--- src/rtl/lab_pkg.sv ---
// rtl/lab_pkg.sv - shared stopwatch state encodings, digit constants and BCD step helper
package lab_pkg;

    typedef enum logic [1:0] {
        ST_IDLE  = 2'd0,
        ST_RUN   = 2'd1,
        ST_PAUSE = 2'd2,
        ST_DONE  = 2'd3
    } sw_state_e;

    localparam logic [3:0]  DIGIT_MIN = 4'd0;
    localparam logic [3:0]  DIGIT_MAX = 4'd9;
    localparam logic [15:0] BCD_ZERO  = {4{DIGIT_MIN}};
    localparam logic [15:0] BCD_NINES = {4{DIGIT_MAX}};

    localparam int TICK_DIV_DEFAULT  = 10_000_000;
    localparam int DB_CYCLES_DEFAULT = 65_536;

    // One count step on four BCD digits; the carry/borrow ripples from BCD0 upward.
    function automatic logic [15:0] bcd_step(input logic [15:0] value, input logic down);
        logic [15:0] result;
        logic        carry;
        logic [3:0]  digit;
        result = value;
        carry  = 1'b1;
        for (int i = 0; i < 4; i++) begin
            digit = value[i*4 +: 4];
            if (carry) begin
                if (!down) begin
                    if (digit == DIGIT_MAX) begin
                        digit = DIGIT_MIN;
                        carry = 1'b1;
                    end else begin
                        digit = digit + 4'd1;
                        carry = 1'b0;
                    end
                end else begin
                    if (digit == DIGIT_MIN) begin
                        digit = DIGIT_MAX;
                        carry = 1'b1;
                    end else begin
                        digit = digit - 4'd1;
                        carry = 1'b0;
                    end
                end
            end
            result[i*4 +: 4] = digit;
        end
        return result;
    endfunction

endpackage

--- src/rtl/btn_debounce_onepulse.sv ---
// rtl/btn_debounce_onepulse.sv - button synchroniser, debouncer and rising-edge one-pulse
module btn_debounce_onepulse
    import lab_pkg::*;
#(
    parameter int DB_CYCLES = DB_CYCLES_DEFAULT
) (
    input  logic clk,
    input  logic rst_n,
    input  logic btn_raw,
    output logic pulse
);

    localparam int CNT_W = (DB_CYCLES > 2) ? $clog2(DB_CYCLES) : 1;
    localparam logic [CNT_W-1:0] CNT_LAST = CNT_W'(DB_CYCLES - 1);

    logic             sync1_q, sync1_d;
    logic             sync2_q, sync2_d;
    logic             level_q, level_d;
    logic             pulse_q, pulse_d;
    logic [CNT_W-1:0] cnt_q, cnt_d;

    // cnt_q counts consecutive samples that disagree with the accepted level.
    always_comb begin
        sync1_d = btn_raw;
        sync2_d = sync1_q;
        level_d = level_q;
        pulse_d = 1'b0;
        cnt_d   = '0;
        if (sync2_q != level_q) begin
            if (cnt_q == CNT_LAST) begin
                level_d = sync2_q;
                pulse_d = sync2_q;
            end else begin
                cnt_d = cnt_q + 1'b1;
            end
        end
    end

    always_ff @(posedge clk or negedge rst_n) begin
        if (!rst_n) begin
            sync1_q <= 1'b0;
            sync2_q <= 1'b0;
            level_q <= 1'b0;
            pulse_q <= 1'b0;
            cnt_q   <= '0;
        end else begin
            sync1_q <= sync1_d;
            sync2_q <= sync2_d;
            level_q <= level_d;
            pulse_q <= pulse_d;
            cnt_q   <= cnt_d;
        end
    end

    assign pulse = pulse_q;

endmodule

--- src/rtl/bcd_stopwatch.sv ---
// rtl/bcd_stopwatch.sv - four-digit BCD up/down stopwatch with start/pause and clear buttons
module bcd_stopwatch
    import lab_pkg::*;
#(
    parameter int TICK_DIV  = TICK_DIV_DEFAULT,
    parameter int DB_CYCLES = DB_CYCLES_DEFAULT
) (
    input  logic        clk,
    input  logic        reset,
    input  logic        btn_start,
    input  logic        btn_clear,
    input  logic        dir,
    output logic [15:0] bcd,
    output logic        running,
    output logic        done
);

    localparam int CNT_W = (TICK_DIV > 2) ? $clog2(TICK_DIV) : 1;
    localparam logic [CNT_W-1:0] TICK_LAST = CNT_W'(TICK_DIV - 1);

    logic             start_p, clear_p;
    logic             dir_s1_q, dir_s1_d;
    logic             dir_s2_q, dir_s2_d;
    sw_state_e        state_q, state_d;
    logic [CNT_W-1:0] tick_cnt_q, tick_cnt_d;
    logic [15:0]      bcd_q, bcd_d;
    logic             running_q, running_d;
    logic             done_q, done_d;
    logic [15:0]      step;
    logic [15:0]      limit;
    logic             tick;

    btn_debounce_onepulse #(.DB_CYCLES(DB_CYCLES)) u_db_start (
        .clk     (clk),
        .rst_n   (reset),
        .btn_raw (btn_start),
        .pulse   (start_p)
    );

    btn_debounce_onepulse #(.DB_CYCLES(DB_CYCLES)) u_db_clear (
        .clk     (clk),
        .rst_n   (reset),
        .btn_raw (btn_clear),
        .pulse   (clear_p)
    );

    always_comb begin
        dir_s1_d   = dir;
        dir_s2_d   = dir_s1_q;
        state_d    = state_q;
        tick_cnt_d = tick_cnt_q;
        bcd_d      = bcd_q;
        step       = bcd_step(bcd_q, dir_s2_q);
        limit      = dir_s2_q ? BCD_ZERO : BCD_NINES;
        tick       = (tick_cnt_q == TICK_LAST);

        if (clear_p) begin
            state_d    = ST_IDLE;
            tick_cnt_d = '0;
            bcd_d      = dir_s2_q ? BCD_NINES : BCD_ZERO;
        end else begin
            case (state_q)
                ST_IDLE: begin
                    if (start_p) begin
                        state_d    = ST_RUN;
                        tick_cnt_d = '0;
                    end
                end
                ST_RUN: begin
                    if (start_p) begin
                        state_d = ST_PAUSE;
                    end else if (tick) begin
                        tick_cnt_d = '0;
                        // Sitting on the limit already: stop without wrapping the display.
                        if (bcd_q == limit) begin
                            state_d = ST_DONE;
                        end else begin
                            bcd_d = step;
                            if (step == limit) begin
                                state_d = ST_DONE;
                            end
                        end
                    end else begin
                        tick_cnt_d = tick_cnt_q + 1'b1;
                    end
                end
                ST_PAUSE: begin
                    if (start_p) begin
                        state_d = ST_RUN;
                    end
                end
                ST_DONE: begin
                end
                default: begin
                    state_d = ST_IDLE;
                end
            endcase
        end

        running_d = (state_d == ST_RUN);
        done_d    = (state_d == ST_DONE);
    end

    always_ff @(posedge clk or negedge reset) begin
        if (!reset) begin
            dir_s1_q   <= 1'b0;
            dir_s2_q   <= 1'b0;
            state_q    <= ST_IDLE;
            tick_cnt_q <= '0;
            bcd_q      <= BCD_ZERO;
            running_q  <= 1'b0;
            done_q     <= 1'b0;
        end else begin
            dir_s1_q   <= dir_s1_d;
            dir_s2_q   <= dir_s2_d;
            state_q    <= state_d;
            tick_cnt_q <= tick_cnt_d;
            bcd_q      <= bcd_d;
            running_q  <= running_d;
            done_q     <= done_d;
        end
    end

    assign bcd     = bcd_q;
    assign running = running_q;
    assign done    = done_q;

endmodule

--- config.mk ---
export PLATFORM = sky130hd
export DESIGN_NAME = bcd_stopwatch
export DESIGN_NICKNAME = d
export VERILOG_FILES = /design/src/rtl/lab_pkg.sv /design/src/rtl/btn_debounce_onepulse.sv /design/src/rtl/bcd_stopwatch.sv
export SDC_FILE = /design/constraint.sdc
export NUM_CORES = 1
export LEC_CHECK = 0
export ABC_AREA = 1
export BUFFER_PORTS_ARGS = -buffer_cell sky130_fd_sc_hd__buf_2
export CORE_ASPECT_RATIO = 1.5
export CORE_UTILIZATION = 47
export CTS_BUF_LIST = sky130_fd_sc_hd__clkbuf_8
export DETAILED_ROUTE_END_ITERATION = 8
export SLEW_MARGIN = 20
export SYNTH_ARGS = -nofsm -noshare
export SYNTH_HDL_FRONTEND = slang
export SYNTH_HIERARCHICAL = 1
export SYNTH_SLANG_ARGS = --single-unit
--- constraint.sdc ---
create_clock -name clk -period 3.33 [get_ports clk]
set_input_delay 0.4995 -clock clk [delete_from_list [all_inputs] [get_ports clk]]
set_output_delay 0.4995 -clock clk [all_outputs]
set_load 0.005 [all_outputs]
==> metrics.csv, run 1 <==
stage,metric,value,unit
outcome,outcome,"complete, no violations",
grt,initial antenna violation count,0,
die,initial core utilization,0.488,
route,wire length per cell,13.6,um
route,vias per inst,5.35,
sta,"Hold Violations, Final",0,
sta,"Slew Viols, Final",0,
final_layout,proportion of layout cells with a drive suffix above 1,0.131,
sta,skew final,17.4,ps
route,Initial DRT Pass Iterations,5,
logic_synthesis,"Distinct cells, synth",46,
route,Detailed Route Iter0 Violations,340,
route,ANT nets after route,0,
sta,setup violators final,0,
power_and_ir_drop,power density cells,334,mW/mm2
power_and_ir_drop,Cell Int Power,1440,uW
logic_synthesis,post-synthesis average cell area,7.53,um2
power_and_ir_drop,Clock power frac,0.393,
final_layout,Reg area,0.00215,mm2
die,Core ar.,0.0106,mm2
sta,hold slack,42.5,ps
critical_path,R2R Path End,bcd[9],
critical_path,worst reg2reg startpoint,dir_s2_q,
route,DR top layer,met4,
grt,first-pass GRT wire length,20200,um
route,drt drc,0,
sta,unrepaired setup endpoints after global routing,no,
critical_path,nature of the critical path endpoint,register,
route,Vias,4637,
cts,CTS Buffer Depth,2,
logic_synthesis,sequential-to-total area share from yosys stat,0.414,
critical_path,Crit Path Max Fanout,22,
final_layout,Area Overhead vs Synth,8.96,%
placed_design,dpl hpwl,8680,um
cts,Root Driver,clkbuf_8,
run,MaxCap Viol Count,0,
logic_synthesis,Synth Flop Type,dfrtp_1,
critical_path,flop2flop setup slack,760,ps
cts,cts bufs inserted,9,
die,Site Rows,46,
critical_path,WP data required,3590,ps
final_layout,post-layout util,0.531,
final_layout,nets,728,
cts,TritonCTS clock tree,done,
cts,Worst-path clk slew,100,ps
route,drt total wl,11800,um
placed_design,IO buf count,22,
die,io pins,23,
logic_synthesis,Synth warnings,6,
die,die height,131,um
die,Die W,87.8,um
cts,clk sinks,86,
min_path,Hold WC Path Type,in -> async,
final_layout,FILL cells,1092,
grt,largest net degree at the start of global routing,32,
die,die area,0.0115,mm2
route,met3 routed WL,462,um
logic_synthesis,asr flop ratio synth,1.00,
power_and_ir_drop,Switching Share,0.237,
grt,Total GRT Usage,0.225,
power_and_ir_drop,Peak VDD IR,0.310,mV
sta,f_max,0.389,GHz
final_layout,multi-input logic area,0.00269,mm2
final_layout,antenna fix cells,0,
cts,clock latency on the worst-skew pair,360,ps
power_and_ir_drop,combinational share of power,0.046,
grt,gr ovfl total,0,
route,wl on met1,5190,um
sta,post-layout min period,2570,ps
sta,Slew HR,0.504,
grt,vias in the first global route,4494,
logic_synthesis,Synth Cell Area,0.00519,mm2
logic_synthesis,number of synthesized flops with an enable pin,0,
power_and_ir_drop,Net Sw Power,449,uW
placed_design,final weighted congestion in routability-driven placement,0.897,
critical_path,worst r2r path cells,12,
cts,hold_buf cts,0,
logic_synthesis,Post-Syn Nets,700,
sta,final period utilization,0.772,
route,met2 wire length,5910,um
logic_synthesis,synthesized instance count,690,
critical_path,critical path class,reg -> reg,
cts,cts repair resizes,0,
critical_path,crit path DAT,2830,ps
logic_synthesis,Synth Register Bits,86,
power_and_ir_drop,sequential share of power,0.561,
cts,Setup Buffers After CTS,0,
critical_path,Worst setup SP type,register,
sta,Least-Margin Pin Slew,743,ps
sta,total negative slack,0,ps
power_and_ir_drop,Leak,0.00280,uW
cts,H-Tree Level Count,3,
-- cell usage after synthesis (3+ instances only) --
| library cell | number | area (um2) |
|---|---|---|
| nor2_2 | 10 | 62.6 |
| inv_2 | 9 | 33.8 |
| nand3_2 | 7 | 70.1 |
| xnor2_1 | 4 | 35.0 |
| a21oi_1 | 27 | 135 |
| nand2_1 | 166 | 623 |
| nor4_1 | 7 | 43.8 |
| a31oi_1 | 4 | 25.0 |
| nand3_1 | 57 | 285 |
| nor2_1 | 98 | 368 |
| nand4_1 | 16 | 100 |
| nor2_4 | 4 | 45.0 |
| o21ai_0 | 24 | 120 |
| buf_2 | 3 | 15.0 |
| nand2_2 | 10 | 62.6 |
| dfrtp_1 | 86 | 2150 |
| inv_1 | 72 | 270 |
| o221ai_1 | 4 | 35.0 |
| o21bai_1 | 4 | 30.0 |
| nor3_1 | 11 | 55.1 |
| o21ai_1 | 8 | 40.0 |
| o22ai_1 | 7 | 43.8 |
| xor2_1 | 18 | 158 |
| ha_1 | 5 | 62.6 |
-- sequential cells by signal (all words and copies together), names as in the netlist, 2 cells and up --
register / count
tick_cnt_q: 24
bcd: 16
u_db_clear/cnt_q: 16
u_db_start/cnt_q: 16
state_q: 2
-- cell usage in the layout (no fill, tap or decap), types with 11 or more instances in the layout --
cell,n
a21oi_1,27
nor3_1,11
inv_1,73
xor2_1,18
o21ai_0,24
nor2_1,98
dfrtp_1,86
nand3_1,57
buf_2,21
nand4_1,16
nand2_1,166
-- power groups by stage --
| stage | sequential [uW] | clock (uW) | combinational [uW] |
|---|---|---|---|
| 2_1_floorplan | 1080 | 0 | 52.9 |
| 3_3_place_gp | 1080 | 0 | 88.4 |
| 3_5_place_dp | 1080 | 0 | 89.5 |
| 4_1_cts | 1060 | 773 | 89.5 |
| 5_1_grt | 1060 | 818 | 102 |
| 6_report | 1060 | 742 | 87.2 |
-- final cells by class --
type | instances | share of cell area
repair buffers | 25 | 0.0239
clock buffers | 10 | 0.0243
well taps | 144 | 0.0318
clock inverters | 6 | 0.0111
multi-input cells | 515 | 0.475
inverters | 81 | 0.0537
flip-flops and latches | 86 | 0.380
-- how the worst max path moves through the flow --
stage               startpoint      end  slack (ps)  cells past startpoint
floorplan             dir_s2_q  bcd[14]        1450                     11
global placement      dir_s2_q  running         910                     17
detailed placement    dir_s2_q   bcd[9]         820                     12
CTS                   dir_s2_q   bcd[9]         790                     12
global route          dir_s2_q     done         590                     14
finish                dir_s2_q   bcd[9]         760                     12
-- per-layer routing --
| metal | track usage | vias to the layer above |
|---|---|---|
| li1 | - | 2325 |
| met1 | 0.277 | 2179 |
| met2 | 0.389 | 111 |
| met3 | 0.0396 | 22 |
| met4 | 0.0868 | 0 |
| met5 | 0 | - |
-- critical path: stages, from the launching register on --
cell     delay (ps)
dfrtp_1         370
buf_4           200
inv_1           570
nand2_1         140
nand3_2         150
nor2_8           70
nand2_4         110
inv_2            50
nand3_1          90
nand2_1         140
nor2_4          240
inv_2           140
o22ai_1         180
-- kinds of logic (layout without fill, tap and decap cells) --
| logic type | after synthesis | in the layout | synth area share |
|---|---|---|---|
| xor gates and xnor gates | 24 | 24 | 0.0434 |
| adders and majority gates | 5 | 5 | 0.0120 |
| buffers and inverters | 89 | 122 | 0.0682 |
| and+or+nand+nor | 399 | 399 | 0.364 |
| muxes | 1 | 1 | 0.00193 |
| DFF | 86 | 86 | 0.414 |
| AOI/OAI and AO/OA | 86 | 86 | 0.0964 |
-- through the flow --
stage / area, um2 / setup slack (ps) / power [uW] / cells
after detailed placement: 5460 / 815 / 1170 / 851
after CTS: 5660 / 795 / 1920 / 867
after global placement: 5460 / 912 / 1170 / 851
final: 5660 / 758 / 1890 / 867
after global routing: 5660 / 589 / 1980 / 867
after floorplan: 5190 / 1450 / 1130 / 690
(Power assumes the default switching activity.)
==> inputs of run 2 (changes only) <==
==> constraint.sdc (replaced) <==
create_clock -name clk -period 2.4 [get_ports clk]
set_input_delay 0.36 -clock clk [delete_from_list [all_inputs] [get_ports clk]]
set_output_delay 0.36 -clock clk [all_outputs]
set_load 0.005 [all_outputs]
==> run 2 against run 1 <==
Compared with the run above: clock skew shrank 8.1 ps; global-route usage about the same; clock power increased by 32%; clock-buffer cell count is 1 lower; worst hold slack better by 64 ps; routed wire length shrank 1.2%; non-clock buffer count grew 3; sequential share of layout area decreased by 0.14 points; fmax is 23% higher; first-iteration DRC count shrank 22%; via count grew 0.30%; power grew 36%; largest power group unchanged; highest routed layer unchanged.
==> metrics.csv, run 2 (synthesized netlist as in run 1, its figures left out) <==
stage,metric,value,unit
cts,CTS Buffer Depth,2,
sta,hold slack,106,ps
critical_path,Worst setup SP type,register,
power_and_ir_drop,Peak VDD IR,0.344,mV
power_and_ir_drop,combinational share of power,0.048,
grt,largest net degree at the start of global routing,48,
critical_path,slowest CP cell,dfrtp_1,
sta,setup violators final,0,
grt,initial antenna violation count,0,
grt,Total GRT Usage,0.225,
power_and_ir_drop,Cell Int Power,1960,uW
sta,f_max,0.479,GHz
critical_path,worst r2r path cells,15,
cts,clock latency on the worst-skew pair,360,ps
route,drt drc,0,
final_layout,Largest register FFs,24,
sta,unrepaired setup endpoints after global routing,no,
power_and_ir_drop,sequential share of power,0.571,
final_layout,Area Overhead vs Synth,9.37,%
route,Initial DRT Pass Iterations,5,
final_layout,most frequent cells in the layout,"nand2_1, nor2_1, dfrtp_1, inv_1, nand3_1",
critical_path,nature of the critical path endpoint,register,
final_layout,Final Non-Filler Cells,870,
cts,TritonCTS clock tree,done,
route,vias per inst,5.35,
min_path,worst min-delay path endpoint,u_db_clear/sync1_q,
final_layout,nets,731,
power_and_ir_drop,total chip power,2580,uW
critical_path,Crit Path Max Fanout,13,
critical_path,flop2flop setup slack,310,ps
run,MaxCap Viol Count,0,
cts,Worst-path clk slew,80,ps
placed_design,final weighted congestion in routability-driven placement,0.896,
die,Core ar.,0.0106,mm2
sta,Least-Margin Pin Slew,525,ps
sta,"Slew Viols, Final",0,
critical_path,CP most frequent cell,nand2_1,
final_layout,proportion of layout cells with a drive suffix above 1,0.129,
critical_path,worst reg2reg startpoint,dir_s2_q,
route,wire length per cell,13.4,um
min_path,hold wc startpoint,btn_clear,
sta,post-layout min period,2090,ps
placed_design,dpl hpwl,8750,um
final_layout,"Most flops, register",tick_cnt_q,
sta,final period utilization,0.869,
power_and_ir_drop,Net Sw Power,613,uW
route,Detailed Route Iter0 Violations,266,
cts,H-Tree Level Count,3,
critical_path,R2R Path End,running,
cts,hold_buf cts,1,
cts,cts repair resizes,0,
final_layout,"most common cell after layout, fill and taps aside",nand2_1,
critical_path,WP data required,2650,ps
cts,Setup Buffers After CTS,0,
cts,Root Driver,clkbuf_8,
placed_design,pre-CTS setup slack,318,ps
route,ANT nets after route,0,
power_and_ir_drop,Leak,0.00282,uW
outcome,outcome,"complete, no violations",
grt,first-pass GRT wire length,20300,um
die,die height,131,um
die,initial core utilization,0.488,
grt,vias in the first global route,4557,
min_path,Hold WC Path Type,in -> reg,
placed_design,IO buf count,22,
cts,cts bufs inserted,9,
route,Vias,4651,
critical_path,"CP delay by family, top",simple AND/OR/NAND/NOR gates,
critical_path,"Critical Path, Cell by Cell",inv_1 -> buf_4 -> nand2_1 -> nand2_2 -> inv_1 -> nand3_1 -> nand2_1 -> nand2_1 -> nand2_1 -> o21ai_2 -> nand3_1 -> nand2_1 -> nand2_2 -> nand2_1 -> nor2_1,
placed_design,# placed instances,853,
power_and_ir_drop,power density cells,454,mW/mm2
sta,total negative slack,0,ps
min_path,Hold Path Cell Cnt,1,
power_and_ir_drop,Clock power frac,0.380,
sta,skew final,9.30,ps
critical_path,Setup crit start,dir_s2_q,
cts,clk sinks,86,
critical_path,Worst path max stage delay,380,ps
final_layout,antenna fix cells,0,
grt,gr ovfl total,0,
die,die area,0.0115,mm2
sta,Slew HR,0.650,
final_layout,FILL cells,1038,
sta,"Hold Violations, Final",0,
sta,Final WS setup,314,ps
critical_path,CP bufs+invs,3,
route,drt total wl,11600,um
die,Die W,87.8,um
die,io pins,23,
critical_path,critical path class,reg -> reg,
power_and_ir_drop,Switching Share,0.238,
critical_path,crit path DAT,2340,ps
die,Site Rows,46,
run 2: cell count changes in the layout (fill, tap and decap cells not counted):
cell	change
buf_12	+1
clkinv_2	-1
buf_4	+1
inv_1	+3
clkinv_4	-1
dlygate4sd3_1	+1
clkbuf_8	-1
run 2: layout make-up:
| type | count | area, um2 | area share |
|---|---|---|---|
| tap | 144 | 180 | 0.0317 |
| multi-input combinational | 515 | 2690 | 0.473 |
| timing repair buffer | 28 | 173 | 0.0304 |
| clock inverter | 7 | 60.1 | 0.0106 |
| clock buffer | 9 | 124 | 0.0218 |
| inverter | 81 | 304 | 0.0535 |
| sequential | 86 | 2150 | 0.379 |
run 2: routing by layer:
layer / wire length, um / GRT usage / vias to the layer above / part of all wire
li1: - / - / 2331 / -
met1: 5210 / 0.279 / 2170 / 0.45
met2: 5720 / 0.386 / 129 / 0.49
met3: 478 / 0.0358 / 21 / 0.041
met4: 231 / 0.0916 / 0 / 0.020
met5: 0 / 0 / - / 0
run 2: power by group through the flow:
| stage | clock, uW | combinational (uW) | sequential [uW] |
|---|---|---|---|
| after detailed placement | 0 | 127 | 1500 |
| after global placement | 0 | 125 | 1500 |
| after floorplan | 0 | 73.4 | 1500 |
| final | 980 | 125 | 1470 |
| after global routing | 1080 | 146 | 1470 |
| after CTS | 1020 | 129 | 1470 |
run 2: stage by stage:
stage,area (um2),util
2_1_floorplan,5190,-
3_3_place_gp,5490,0.515
3_5_place_dp,5490,0.515
4_1_cts,5680,0.533
5_1_grt,5680,0.533
6_report,5680,0.533
run 2: worst max path at each step:
stage / to / slack (ps) / cells after the start
6_report: running / 310 / 15
5_1_grt: running / 20 / 16
4_1_cts: running / 300 / 15
3_5_place_dp: running / 320 / 15
3_3_place_gp: bcd[0] / 330 / 10
2_1_floorplan: bcd[14] / 520 / 11
